`src/rtl/mem_port_arbiter.sv`:
```
// Shares one memory port between instruction fetch (IF) and load/store (LS).
// One outstanding transaction; simultaneous requests are resolved round-robin.
module mem_port_arbiter #(
  parameter int ADDR_WIDTH = 32,
  parameter int DATA_WIDTH = 32
) (
  input  logic                    clk,
  input  logic                    rst_n,
  input  logic                    if_req_i,
  input  logic [ADDR_WIDTH-1:0]   if_addr_i,
  output logic                    if_gnt_o,
  output logic                    if_rvalid_o,
  output logic [DATA_WIDTH-1:0]   if_rdata_o,
  input  logic                    ls_req_i,
  input  logic                    ls_we_i,
  input  logic [ADDR_WIDTH-1:0]   ls_addr_i,
  input  logic [DATA_WIDTH-1:0]   ls_wdata_i,
  input  logic [DATA_WIDTH/8-1:0] ls_be_i,
  output logic                    ls_gnt_o,
  output logic                    ls_rvalid_o,
  output logic [DATA_WIDTH-1:0]   ls_rdata_o,
  output logic                    mem_req_o,
  output logic                    mem_we_o,
  output logic [ADDR_WIDTH-1:0]   mem_addr_o,
  output logic [DATA_WIDTH-1:0]   mem_wdata_o,
  output logic [DATA_WIDTH/8-1:0] mem_be_o,
  input  logic                    mem_ready_i,
  input  logic                    mem_rvalid_i,
  input  logic [DATA_WIDTH-1:0]   mem_rdata_i
);

  localparam int BE_WIDTH = DATA_WIDTH / 8;
  localparam logic OWN_IF = 1'b0;
  localparam logic OWN_LS = 1'b1;

  typedef enum logic [1:0] {IDLE, ISSUE, WAIT_RSP} state_e;

  state_e                state_q, state_d;
  logic                  owner_q, owner_d;
  logic                  last_owner_q, last_owner_d;
  logic                  mem_req_q, mem_req_d;
  logic                  mem_we_q, mem_we_d;
  logic [ADDR_WIDTH-1:0] mem_addr_q, mem_addr_d;
  logic [DATA_WIDTH-1:0] mem_wdata_q, mem_wdata_d;
  logic [BE_WIDTH-1:0]   mem_be_q, mem_be_d;
  logic                  if_rvalid_q, if_rvalid_d;
  logic                  ls_rvalid_q, ls_rvalid_d;
  logic [DATA_WIDTH-1:0] if_rdata_q, if_rdata_d;
  logic [DATA_WIDTH-1:0] ls_rdata_q, ls_rdata_d;
  logic                  if_wins;
  logic                  ls_wins;

  // last_owner resets to LS so that IF wins the very first tie.
  always_ff @(posedge clk or negedge rst_n) begin
    if (!rst_n) begin
      state_q      <= IDLE;
      owner_q      <= OWN_IF;
      last_owner_q <= OWN_LS;
      mem_req_q    <= 1'b0;
      mem_we_q     <= 1'b0;
      mem_addr_q   <= '0;
      mem_wdata_q  <= '0;
      mem_be_q     <= '0;
      if_rvalid_q  <= 1'b0;
      ls_rvalid_q  <= 1'b0;
      if_rdata_q   <= '0;
      ls_rdata_q   <= '0;
    end else begin
      state_q      <= state_d;
      owner_q      <= owner_d;
      last_owner_q <= last_owner_d;
      mem_req_q    <= mem_req_d;
      mem_we_q     <= mem_we_d;
      mem_addr_q   <= mem_addr_d;
      mem_wdata_q  <= mem_wdata_d;
      mem_be_q     <= mem_be_d;
      if_rvalid_q  <= if_rvalid_d;
      ls_rvalid_q  <= ls_rvalid_d;
      if_rdata_q   <= if_rdata_d;
      ls_rdata_q   <= ls_rdata_d;
    end
  end

  always_comb begin
    state_d      = state_q;
    owner_d      = owner_q;
    last_owner_d = last_owner_q;
    mem_req_d    = mem_req_q;
    mem_we_d     = mem_we_q;
    mem_addr_d   = mem_addr_q;
    mem_wdata_d  = mem_wdata_q;
    mem_be_d     = mem_be_q;
    if_rvalid_d  = 1'b0;
    ls_rvalid_d  = 1'b0;
    if_rdata_d   = if_rdata_q;
    ls_rdata_d   = ls_rdata_q;
    if_gnt_o     = 1'b0;
    ls_gnt_o     = 1'b0;
    if_wins      = if_req_i && (!ls_req_i || (last_owner_q == OWN_LS));
    ls_wins      = ls_req_i && !if_wins;

    unique case (state_q)
      IDLE: begin
        if (if_wins) begin
          if_gnt_o     = 1'b1;
          owner_d      = OWN_IF;
          last_owner_d = OWN_IF;
          mem_req_d    = 1'b1;
          mem_we_d     = 1'b0;
          mem_addr_d   = if_addr_i;
          mem_wdata_d  = '0;
          mem_be_d     = '1;
          state_d      = ISSUE;
        end else if (ls_wins) begin
          ls_gnt_o     = 1'b1;
          owner_d      = OWN_LS;
          last_owner_d = OWN_LS;
          mem_req_d    = 1'b1;
          mem_we_d     = ls_we_i;
          mem_addr_d   = ls_addr_i;
          mem_wdata_d  = ls_wdata_i;
          mem_be_d     = ls_be_i;
          state_d      = ISSUE;
        end
      end
      ISSUE: begin
        if (mem_ready_i) begin
          mem_req_d = 1'b0;
          state_d   = WAIT_RSP;
        end
      end
      WAIT_RSP: begin
        // Store acknowledges pulse rvalid but leave the load data untouched.
        if (mem_rvalid_i) begin
          if (owner_q == OWN_IF) begin
            if_rvalid_d = 1'b1;
            if_rdata_d  = mem_rdata_i;
          end else begin
            ls_rvalid_d = 1'b1;
            if (!mem_we_q) begin
              ls_rdata_d = mem_rdata_i;
            end
          end
          state_d = IDLE;
        end
      end
      default: state_d = IDLE;
    endcase
  end

  assign if_rvalid_o = if_rvalid_q;
  assign ls_rvalid_o = ls_rvalid_q;
  assign if_rdata_o  = if_rdata_q;
  assign ls_rdata_o  = ls_rdata_q;
  assign mem_req_o   = mem_req_q;
  assign mem_we_o    = mem_we_q;
  assign mem_addr_o  = mem_addr_q;
  assign mem_wdata_o = mem_wdata_q;
  assign mem_be_o    = mem_be_q;

endmodule
```
`config.mk`:
```
export PLATFORM = sky130hd
export DESIGN_NAME = mem_port_arbiter
export DESIGN_NICKNAME = d
export VERILOG_FILES = /design/src/rtl/mem_port_arbiter.sv
export SDC_FILE = /design/constraint.sdc
export NUM_CORES = 1
export LEC_CHECK = 0
export BUFFER_PORTS_ARGS = -buffer_cell sky130_fd_sc_hd__buf_2
export CAP_MARGIN = 40
export CORE_MARGIN = 5
export CORE_UTILIZATION = 30
export CTS_CLUSTER_SIZE = 12
export DETAILED_ROUTE_END_ITERATION = 12
export SLEW_MARGIN = 40
export SYNTH_ARGS = -nofsm -noshare
export SYNTH_HDL_FRONTEND = slang
export SYNTH_SLANG_ARGS = --single-unit
```
`constraint.sdc`:
```
create_clock -name clk -period 4.1 [get_ports clk]
set_input_delay 0.41 -clock clk [delete_from_list [all_inputs] [get_ports clk]]
set_output_delay 0.41 -clock clk [all_outputs]
set_load 0.03 [all_outputs]
```
==> impl_results.md, run 1 <==
* Final Cell Area at 0.007851 sq mm
* Core Util, Final at 0.4240
* Setup-failing EPs final at 0
* Fin Clk Skew at 0.01119 ns
* Syn Area/Cell at 12.93 sq um
* Crit path max-delay cell type: dfstp_2
* HPWL Detailed at 11,990 microns
* Setup TNS at 0 ns
* Mapped Cells at 432
* Final ANT Viol Nets at 0
* CP arrival at 2.09 ns
* IO Pins at 277
* Num CTS Buffers at 17
* Clock share of power at 0.236
* Clk slew on worst S/H paths at 0.07 ns
* Nets at 839
* Crit path cell chain: nand2_1, nand3_1, clkinv_2, buf_2
* Fmax at 400.1 MHz
* N_diodes at 0
* Crit start category: register
* Worst EP required at 3.69 ns
* Routed len/inst at 17.47 microns
* Synth Register Bits at 140
* Drt via density at 4.843
* Post-DP Area at 0.007166 sq mm
* Switching fraction of total power at 0.4278
* Max cap viols at 0
* Sequential share of the synthesized area at 0.6273
* Final worst path period share at 0.6096
* Worst Tran Pin Value at 0.6756 ns
* Sequential power share at 0.325
* Highest metal used: met5
* Root Buffer: clkbuf_16
* DRC errors left at 0
* Row count at 50
* Via count at 4,586
* Met3 WL post-DR at 1374 microns
* Area of the multi-input gates at 0.001882 sq mm
* Syn nets at 571
* Number of global-route vias before repair at 4,758
* Fin Hold WS at 0.2174 ns
* Largest net degree at the start of global routing at 69
* Lkg Pwr at 0.003893 uW
* Starting Density at 0.3017
* Most common cell after layout, fill and taps aside: buf_2
* Final GP Congestion at 0.8418
* Comb power frac at 0.439
* Crit-path max FO at 36
* Pint at 4144 uW
* Clock Sinks at 140
* Placeable Area at 0.01852 sq mm
* Final slew viol count at 0
* Mapped Area at 0.005587 sq mm
* GRT Overall Usage at 0.1533
* Buf/Inv on CP at 2
* DR iter-0 viols at 138
* Max-slew headroom at 0.5496
* Drt first pass iters at 4
* IO Port Bufs at 276
* Final hold vios at 0
* Die height at 146.5 microns
* Max incr delay on CP at 0.58 ns
* Yosys warns at 0
* Fill cells at 1,787
* Hold path cells at 2
* CP endpoint kind: primary output
* RSZ-0062 raised after global routing: no
* Final Power at 7242 uW
* Post-CTS setup buffer count at 0
* Status: finished, final reports clean
* Final WL at 16,540 microns
* Yosys cell types at 29
* Die Area at 0.02145 sq mm
* CTS tree: built
* Metal1 wirelength at 7023 microns
* R2R setup slack at 1.78 ns
* Worst Hold Class: input port to register
* Clock latency on the worst-skew pair at 0.41 ns
* Switching power at 3098 uW
* Fin crit period at 2.499 ns
* WL met2 at 7779 microns
* H-tree Lvls at 4
* CP top delay family: buffers and inverters
* Global-route wire length before repair at 26,520 microns
* Max Root-Sink Buffers at 2
* Critical path class: register to primary output
* PwrDens at 922.4 mW/mm^2
* GR Overflow Total at 0
* Max VDD drop at 0.2790 mV
* FF+latch area at 0.003505 sq mm
* Most frequent cells in the layout: 275 x buf_2, 139 x dfrtp_1, 62 x mux2_2
* Die W at 146.5 microns
* Reg2Reg Depth at 5
* Area grow syn2layout at 40.54%
* Levels on crit path at 4
* Initial antenna violation count at 2
* Layout cells sized above 1 at 0.5442
==> metrics by stage <==
step                instances  worst slack (ns)
finish                    947             1.601
global route              947             1.432
CTS                       946             1.537
detailed placement        913             1.496
global placement          912             1.486
floorplan                 432             2.254
==> synthesized netlist by cell type <==
cell type  count  area share
dfstp_2        1      0.0047
nand2b_1       1      0.0011
and3_1         1      0.0011
nor2b_1        2      0.0022
o21ai_0       33       0.030
clkinv_1       1     0.00067
or2_0          1      0.0011
nand2_1        2      0.0013
dfrtp_1      139        0.62
o31ai_1        1      0.0013
buf_4          4      0.0054
clkbuf_1      19       0.013
inv_1          3      0.0020
mux2_2        62        0.12
mux2_1         2      0.0040
a31o_2         1      0.0016
buf_2         12       0.011
and2_1         1      0.0011
nand3_1       34       0.030
buf_6          3      0.0060
and4b_1        1      0.0018
nor4b_4        1      0.0043
clkbuf_2       1     0.00089
o22a_1         4      0.0063
nor2_2         1      0.0011
a21oi_1       34       0.030
a21o_1         2      0.0027
a22o_1        33       0.052
a31oi_1       32       0.036
==> flip-flops by register name, summed over array words and instances (netlist names) <==
signal        cells
if_rdata_o       32
ls_rdata_o       32
mem_addr_o       32
mem_wdata_o      32
mem_be_o          4
state_q           2
if_rvalid_o       1
last_owner_q      1
ls_rvalid_o       1
mem_req_o         1
mem_we_o          1
owner_q           1
==> worst reg2reg max path, cell delays in order, from the launching register on <==
cell     delay [ns]
dfrtp_1        0.47
nor2_2         0.22
buf_4          0.37
and2_1         0.65
buf_4          0.35
a31oi_1        0.12
==> cell families after synthesis <==
| kind of cell | count (synthesis) | share of synthesized area |
|---|---|---|
| flip-flops | 140 | 0.6273 |
| AND/OR/NAND/NOR | 45 | 0.04569 |
| buffers and inverters | 43 | 0.03852 |
| AO/OA/AOI/OAI | 140 | 0.1595 |
| multiplexers | 64 | 0.1290 |
==> power groups by stage <==
stage / Sequential [uW] / Clock, uW / Combinational (uW)
floorplan: 3550 / 0 / 1010
global placement: 2370 / 0 / 3180
detailed placement: 2370 / 0 / 3220
CTS: 2360 / 1760 / 3210
global route: 2440 / 1830 / 3390
finish: 2360 / 1710 / 3180
==> layout make-up <==
| type | instances | share of cell area |
|---|---|---|
| inverter | 4 | 0.002072 |
| clock inverter | 15 | 0.02996 |
| clock buffer | 17 | 0.05418 |
| tap | 234 | 0.03729 |
| timing repair buffer | 288 | 0.1904 |
| multi-input combinational | 249 | 0.2397 |
| sequential | 140 | 0.4464 |
==> metal layers <==
metal  track usage  vias to the layer above
met4       0.05786                        4
met2        0.2424                      225
met3       0.05028                       28
met1        0.1963                     2188
li1              -                     2141
met5             0                        -
==> what timing repair did <==
item | 4_1_cts | 5_1_grt
hold endpoints to repair | 13 | 0
gates resized for setup | 0 | 0
hold buffers | 1 | 0
==> final timing paths <==
check,startpoint,endpoint
min in group asynchronous,rst_n,if_rdata_o[4]
hold reg to reg,ls_rdata_o[3],ls_rdata_o[3]
max in group asynchronous,rst_n,mem_wdata_o[27]
hold / removal,ls_wdata_i[20],mem_wdata_o[20]
setup reg to reg,state_q[0],mem_addr_o[27]
setup / recovery,last_owner_q,ls_gnt_o
Note: power is estimated with default switching activity, not from simulation.
==> run 2: changes to the inputs <==
clock period = 2.55 ns   (was 4.1 ns; I/O delays follow)
==> run 2 against run 1 <==
  * Cell area hardly changed
  * Critical path type unchanged
  * Via count is 1.3% higher
  * Die area stayed put
  * Clock skew is 0.0027 ns higher
  * Combinational power is 62% higher
  * First-iteration DRC count is 32% higher
  * Sequential share of layout area hardly changed
==> impl_results.md, run 2 (synthesis results as in run 1) <==
* Status: finished, final reports clean
* HPWL Detailed at 12,190 microns
* DRC errors left at 0
* Root Buffer: clkbuf_16
* GRT Overall Usage at 0.1530
* Max cap viols at 0
* Starting Density at 0.3017
* Num CTS Buffers at 17
* IO Pins at 277
* Via count at 4,647
* CP top delay family: buffers and inverters
* Crit path max-delay cell type: dfstp_2
* Final hold vios at 0
* Crit path cell chain: nand2_1, nand3_1, clkinv_1, buf_2
* Area grow syn2layout at 40.63%
* Crit-path max FO at 8
* Row count at 50
* Worst Hold Class: input port to register
* Most common cell after layout, fill and taps aside: buf_2
* Post-CTS sizing at 0
* Met3 WL post-DR at 1310 microns
* Die height at 146.5 microns
* Drt via density at 4.892
* Setup-failing EPs final at 0
* Max incr delay on CP at 0.58 ns
* Final GP Congestion at 0.7769
* CP arrival at 1.90 ns
* Worst Tran Pin Value at 0.6624 ns
* Max-slew headroom at 0.5584
* Largest net degree at the start of global routing at 73
* Hold path cells at 2
* Most frequent cells in the layout: 275 x buf_2, 139 x dfrtp_1, 62 x mux2_2
* Die Area at 0.02145 sq mm
* Switching fraction of total power at 0.4407
* Fill cells at 1,796
* PwrDens at 1464 mW/mm^2
* Buf/Inv on CP at 2
* Worst flop-to-flop path startpoint: state_q[1]
* Final WL at 16,650 microns
* Setup TNS at 0 ns
* Placeable Area at 0.01852 sq mm
* Hold path endpoint: state_q[1]
* Post-Layout Cell Count at 950
* Clk slew on worst S/H paths at 0.07 ns
* Setup WS pre-CTS at 0.6697 ns
* Die W at 146.5 microns
* Initial antenna violation count at 1
* Pint at 6432 uW
* Global-route wire length before repair at 26,240 microns
* Layout cells sized above 1 at 0.5447
* H-tree Lvls at 4
* FF+latch area at 0.003505 sq mm
* Placed cell count at 917
* Max VDD drop at 0.5614 mV
* Reg2reg end: if_rdata_o[12]
* Comb power frac at 0.448
* Nets at 842
* N_diodes at 0
* Drt first pass iters at 4
* Final worst path period share at 0.8438
* Crit start category: register
* Switching power at 5069 uW
* # hold bufs at CTS at 1
* Clock Sinks at 140
* Clock latency on the worst-skew pair at 0.42 ns
* GR Overflow Total at 0
* Highest metal used: met5
* Final worst setup slack at 0.3983 ns
* Fin crit period at 2.152 ns
* Reg2Reg Depth at 4
* Hold Startpoint: mem_rvalid_i
* DR iter-0 viols at 182
* RSZ-0062 raised after global routing: no
* Number of global-route vias before repair at 4,813
* Post-CTS setup buffer count at 0
* Worst EP required at 2.30 ns
* R2R setup slack at 0.70 ns
* Metal1 wirelength at 7187 microns
* Sequential power share at 0.331
* IO Port Bufs at 276
* Fmax at 464.8 MHz
* CP endpoint kind: primary output
* Clock share of power at 0.221
* Max Root-Sink Buffers at 2
* Fin Clk Skew at 0.01394 ns
* Area of the multi-input gates at 0.001882 sq mm
* Routed len/inst at 17.52 microns
* WL met2 at 7835 microns
* Critical path class: register to primary output
* Lkg Pwr at 0.003893 uW
* Final slew viol count at 0
* CTS tree: built
* Final ANT Viol Nets at 0
[run 2: changes by cell type in the layout (fill, tap and decap cells not counted), sizes merged]
cell | previous run | this run
buf | 287 | 290
inv | 6 | 9
bufinv | 5 | 2
[run 2: final cells by class]
type,instances,area share
Inverter,4,0.001911
Sequential cell,140,0.4461
Clock buffer,17,0.05415
Tap cell,234,0.03727
Multi-Input combinational cell,249,0.2395
Clock inverter,15,0.02341
Timing Repair Buffer,291,0.1976
[run 2: routing by layer]
layer	GRT usage	vias to the layer above
met5	0	-
met4	0.05597	2
met3	0.05090	27
met2	0.2403	212
met1	0.1975	2263
li1	-	2143
[run 2: worst reg2reg max path: stages (launching register included)]
cell and delay [ns]:
dfrtp_1 0.40, inv_1 0.13, nor4b_4 0.56, buf_12 0.27, mux2_2 0.37
[run 2: worst max path at each step]
stage | startpoint | to | slack, ns | cells past startpoint
after floorplan | last_owner_q | if_gnt_o | 0.86 | 4
after global placement | state_q[1] | if_rdata_o[23] | 0.66 | 4
after detailed placement | state_q[1] | if_rdata_o[24] | 0.67 | 4
after CTS | last_owner_q | ls_gnt_o | 0.33 | 4
after global routing | state_q[0] | if_gnt_o | 0.28 | 4
final | last_owner_q | ls_gnt_o | 0.40 | 4
[run 2: through the flow]
step	power (uW)	hold WS [ns]	instance area, sq um	util
6_report	11500	0.05392	7856	0.4243
5_1_grt	12150	0.04047	7856	0.4243
4_1_cts	11650	0.03008	7856	0.4243
3_5_place_dp	9065	0.3206	7237	0.3908
3_3_place_gp	8985	0.3186	7232	0.3905
2_1_floorplan	7327	-0.04059	5587	-
[run 2: power by group through the flow]
stage	Clock (uW)	Sequential, uW	Combinational (uW)
global route	2710	3940	5490
floorplan	0	5710	1620
detailed placement	0	3840	5230
global placement	0	3840	5150
finish	2550	3800	5150
CTS	2610	3810	5230
